[src/rtl/tile_fetch.sv]
// rtl/tile_fetch.sv - tile-map fetch sequencer: walks the screen in scan order, prefetching the next tile index.
module tile_fetch #(
  parameter int COLS = 80,
  parameter int ROWS = 60,
  parameter int TILE = 8
) (
  input  logic       clk,
  input  logic       rst_n,
  input  logic       sof,
  input  logic       pix_ce,
  output logic       rd_en,
  output logic [6:0] rd_x,
  output logic [5:0] rd_y,
  input  logic [5:0] map_data,
  output logic [5:0] tile_id,
  output logic [2:0] tile_px,
  output logic [2:0] tile_py,
  output logic [6:0] col,
  output logic [5:0] row,
  output logic       out_valid
);
  localparam logic [6:0] LAST_COL = 7'(COLS - 1);
  localparam logic [5:0] LAST_ROW = 6'(ROWS - 1);
  localparam logic [2:0] LAST_PX  = 3'(TILE - 1);

  typedef enum logic [1:0] {S_IDLE, S_PREFETCH, S_WAIT, S_RUN} state_t;

  state_t     r_state;
  logic       r_rd_en;
  logic       r_cap;
  logic       r_valid;
  logic [6:0] r_rd_x;
  logic [5:0] r_rd_y;
  logic [5:0] r_tile_id;
  logic [5:0] r_next_tile;
  logic [2:0] r_px;
  logic [2:0] r_py;
  logic [6:0] r_col;
  logic [5:0] r_row;

  logic w_last_col;
  logic w_last_row;
  logic w_last_px;
  logic w_last_py;
  logic w_last_tile;

  assign w_last_col  = (r_col == LAST_COL);
  assign w_last_row  = (r_row == LAST_ROW);
  assign w_last_px   = (r_px == LAST_PX);
  assign w_last_py   = (r_py == LAST_PX);
  assign w_last_tile = w_last_col && w_last_row && w_last_py;

  always_ff @(posedge clk or negedge rst_n) begin
    if (!rst_n) begin
      r_state     <= S_IDLE;
      r_rd_en     <= 1'b0;
      r_cap       <= 1'b0;
      r_valid     <= 1'b0;
      r_rd_x      <= '0;
      r_rd_y      <= '0;
      r_tile_id   <= '0;
      r_next_tile <= '0;
      r_px        <= '0;
      r_py        <= '0;
      r_col       <= '0;
      r_row       <= '0;
    end else begin
      r_rd_en <= 1'b0;
      // Map answers one clk after the strobe, so capture trails rd_en by one.
      r_cap   <= r_rd_en && (r_state == S_RUN);
      if (r_cap && !sof) begin
        r_next_tile <= map_data;
      end
      if (sof) begin
        r_state <= S_PREFETCH;
        r_rd_en <= 1'b1;
        r_rd_x  <= '0;
        r_rd_y  <= '0;
        r_valid <= 1'b0;
        r_cap   <= 1'b0;
      end else begin
        case (r_state)
          S_IDLE: begin
            r_valid <= 1'b0;
          end
          S_PREFETCH: begin
            r_state <= S_WAIT;
          end
          S_WAIT: begin
            r_tile_id <= map_data;
            r_col     <= '0;
            r_row     <= '0;
            r_px      <= '0;
            r_py      <= '0;
            r_valid   <= 1'b1;
            r_state   <= S_RUN;
          end
          S_RUN: begin
            if (pix_ce) begin
              if (w_last_px) begin
                r_px      <= '0;
                r_tile_id <= r_next_tile;
                if (!w_last_col) begin
                  r_col <= r_col + 7'd1;
                end else begin
                  r_col <= '0;
                  if (!w_last_py) begin
                    r_py <= r_py + 3'd1;
                  end else begin
                    r_py <= '0;
                    if (w_last_row) begin
                      r_state <= S_IDLE;
                      r_valid <= 1'b0;
                    end else begin
                      r_row <= r_row + 6'd1;
                    end
                  end
                end
              end else begin
                r_px <= r_px + 3'd1;
                // Fetch the successor tile early, on the first pixel step of each tile.
                if ((r_px == 3'd0) && !w_last_tile) begin
                  r_rd_en <= 1'b1;
                  r_rd_x  <= w_last_col ? 7'd0 : r_col + 7'd1;
                  r_rd_y  <= (w_last_col && w_last_py) ? r_row + 6'd1 : r_row;
                end
              end
            end
          end
          default: r_state <= S_IDLE;
        endcase
      end
    end
  end

  assign rd_en     = r_rd_en;
  assign rd_x      = r_rd_x;
  assign rd_y      = r_rd_y;
  assign tile_id   = r_tile_id;
  assign tile_px   = r_px;
  assign tile_py   = r_py;
  assign col       = r_col;
  assign row       = r_row;
  assign out_valid = r_valid;
endmodule
[config.mk]
export PLATFORM = sky130hd
export DESIGN_NAME = tile_fetch
export DESIGN_NICKNAME = d
export VERILOG_FILES = /design/src/rtl/tile_fetch.sv
export SDC_FILE = /design/constraint.sdc
export NUM_CORES = 1
export LEC_CHECK = 0
export ABC_AREA = 0
export CORE_MARGIN = 1.5
export CORE_UTILIZATION = 55
export CTS_CLUSTER_DIAMETER = 120
export DETAILED_ROUTE_END_ITERATION = 8
export PLACE_DENSITY = 0.88
export RECOVER_POWER = 100
export SLEW_MARGIN = 20
export SYNTH_ARGS = -nofsm -noshare
export SYNTH_HDL_FRONTEND = slang
export SYNTH_SLANG_ARGS = --single-unit
[constraint.sdc]
create_clock -name clk -period 3.35 [get_ports clk]
set_input_delay 0.5025 -clock clk [delete_from_list [all_inputs] [get_ports clk]]
set_output_delay 0.5025 -clock clk [all_outputs]
set_load 0.1 [all_outputs]
==> impl_results.md <==
* Status: complete, no violations
* Commonest non-fill, non-tap cells in the layout: dfrtp_1, dlygate4sd3_1, nand2_1
* ANT nets after route at 0
* RR Startpoint: col[0]
* RePlAce Congestion at 0.8482
* DR WL met2 at 2804 um
* Iteration-0 DRC Markers at 166
* Worst reg2reg endpoint: rd_y[5]
* EDFF count, synth at 0
* Via density at 6.070
* Cell at the slowest stage of the critical path: a21oi_1
* Post-Place Cells at 348
* P_leak at 1.455 nW
* Area delta synth->final at 20.61%
* CP arrival at 2.95 ns
* GRT overflow at 0
* Final Hold Vio Count at 0
* Worst R2R Path Depth at 5
* Clk sink count at 49
* Ant diodes at 0
* DIE AREA at 5203 sq um
* TritonCTS Buffers at 5
* Num ports at 50
* Critical-path cell list: ha_1 > and4b_1 > nand4bb_1 > a21oi_1 > o2bb2ai_1
* Metal1 wirelength at 2624 um
* Setup crit end kind: register
* Most common cell after layout, fill and taps aside: dfrtp_1
* First-pass GRT wire length at 9542 um
* Final #Nets at 323
* Final worst-path cycle share at 0.8136
* RSZ-0062 raised after global routing: false
* Largest net degree at the start of global routing at 50
* Flop2flop setup slack at 0.62 ns
* Drt wl/cell at 16.31 um
* TritonCTS clock tree: yes
* Fin crit period at 2.726 ns
* H-tree lvl count at 2
* Syn_area_per_cell at 10.11 sq um
* Total global-route track usage at 0.2348
* Site row count at 24
* Crit-path max FO at 14
* Post-synth top area share at 0.4664
* Setup TNS at 0 ns
* Peak Freq at 366.9 MHz
* Synthesized area at 2629 sq um
* CP Data Required Time at 3.57 ns
* Endpoints failing setup at 0
* Crit path launch type: register
* Synth warnings at 0
* Die X at 72.14 um
* Least-Margin Pin Slew at 1.318 ns
* Top area cells in the synthesized netlist: dfrtp_1, ha_1, o2bb2ai_1
* Crit Path Category: register to register
* Proportion of layout cells with a drive suffix above 1 at 0.06908
* Initial antenna violation count at 0
* Hold buffers post-CTS at 0
* CP delay by family, top: compound AO/OA/AOI/OAI gates
* Post-DP HPWL at 4008 um
* First-pass detailed-route iteration total at 4
* DRC Markers at 0
* Leading area contributor after synthesis: dfrtp_1
* Slew Limit Headroom at 0.1211
* Post-CTS setup buffers at 0
* Slew Viols, Final at 0
* Synth unique cells at 47
* Post-synthesis instance total at 260
* Peak supply drop at 0.5485 mV
* WP buf/inv at 0
* Clock root cell: clkbuf_8
* IO buf count at 49
* HP Class: input pin to async pin
* Via count at 2161
* WHS at 0.1928 ns
* Worst-Skew Late Latency at 0.31 ns
* Asr flop ratio synth at 1.000
* Met3 Wirelength at 328 um
* DRT Wirelength at 5808 um
* Post-CTS Resized at 0
* Syn nets at 280
* Ys flop type: dfrtp_1
* Max Buffers Root-to-Sink at 2
* Starting Density at 0.5875
* Seq cells post-synth at 49
* Clk pin slew, worst setup/hold paths at 0.09 ns
* Top sig layer: met4
* Slowest stage delay, CP at 1.06 ns
* Power per cell area at 750.2 nW/um^2
* Die Y-Extent at 72.14 um
* Non-Filler Instances at 356
* Max_cap viols at 0
* Vias in the first global route at 1955
* Post-synthesis sequential area ratio at 0.4664
* Clock Skews at 0.007829 ns
* CORE AREA at 4474 sq um
[kinds of logic (layout without fill, tap and decap cells)]
logic type	Yosys count	after routing	synth area share
multiplexers	15	15	0.05997
AND/OR/NAND/NOR	95	95	0.1894
AO/OA/AOI/OAI	60	60	0.1685
flip-flops	49	49	0.4664
buffers and inverters	24	68	0.04474
adder cells (fa/ha/maj)	10	10	0.04760
XOR/XNOR	7	7	0.02332
[per-layer routing]
| layer | vias to the layer above | global-route usage |
|---|---|---|
| li1 | 1033 | - |
| met1 | 1047 | 0.3458 |
| met2 | 76 | 0.3621 |
| met3 | 5 | 0.05278 |
| met4 | 0 | 0.04403 |
| met5 | - | 0 |
[cells in the mapped netlist, drive strengths merged, types with 2 or more instances]
| cell | number |
|---|---|
| inv | 10 |
| ha | 10 |
| o31ai | 4 |
| and4b | 2 |
| nand4 | 8 |
| xor2 | 5 |
| and3 | 5 |
| a31oi | 3 |
| xnor2 | 2 |
| nor2 | 9 |
| dfrtp | 49 |
| o311ai | 3 |
| a21oi | 6 |
| a21o | 2 |
| and2 | 4 |
| nand2b | 4 |
| mux2 | 6 |
| buf | 10 |
| o2bb2ai | 13 |
| nand3 | 19 |
| mux2i | 9 |
| clkbuf | 4 |
| o21ai | 18 |
| nor2b | 5 |
| nand2 | 30 |
| o211ai | 5 |
| nor3 | 3 |
[sequential cells by signal, indices dropped and copies added (netlist names)]
signal	count
col	7
out_valid	1
r_cap	1
r_next_tile	6
r_state	2
rd_en	1
rd_x	7
rd_y	6
row	6
tile_id	6
tile_px	3
tile_py	3
[how the worst max path moves through the flow]
stage	startpoint	to	slack (ns)	cells after the start
6_report	col[0]	rd_y[5]	0.62	5
3_3_place_gp	sof	col[2]	1.03	4
5_1_grt	col[0]	rd_y[5]	0.52	5
2_1_floorplan	tile_px[1]	col[2]	0.93	7
4_1_cts	row[1]	row[1]	0.88	1
3_5_place_dp	sof	col[2]	0.95	4
[stage by stage]
step / setup slack [ns] / total power [W] / utilization / cell area (sq um)
finish: 0.6244 / 0.002379 / 0.7086 / 3171
global route: 0.5232 / 0.002489 / 0.7086 / 3171
CTS: 0.8806 / 0.002424 / 0.7173 / 3209
detailed placement: 0.9525 / 0.001992 / 0.6916 / 3094
global placement: 1.027 / 0.001970 / 0.6916 / 3094
floorplan: 0.9342 / 0.001716 / - / 2629
[power by group]
group | leakage (nW) | total [W] | internal (W) | switching [W]
Sequential | 0.650 | 0.000810 | 0.000715 | 0.0000946
Combinational | 0.750 | 0.00114 | 0.000269 | 0.000866
Clock | 0.0543 | 0.000433 | 0.000224 | 0.000210
[final cells by class]
class                      instances  area, sq um
clock buffer                       5        68.82
clock inverter                     3        46.29
fill                             341         1304
inverter                          10        37.54
multi-input combinational        187         1262
sequential                        49         1226
tap                               52        65.06
timing repair buffer              50        464.2
Power figures use the tool's default switching activity.
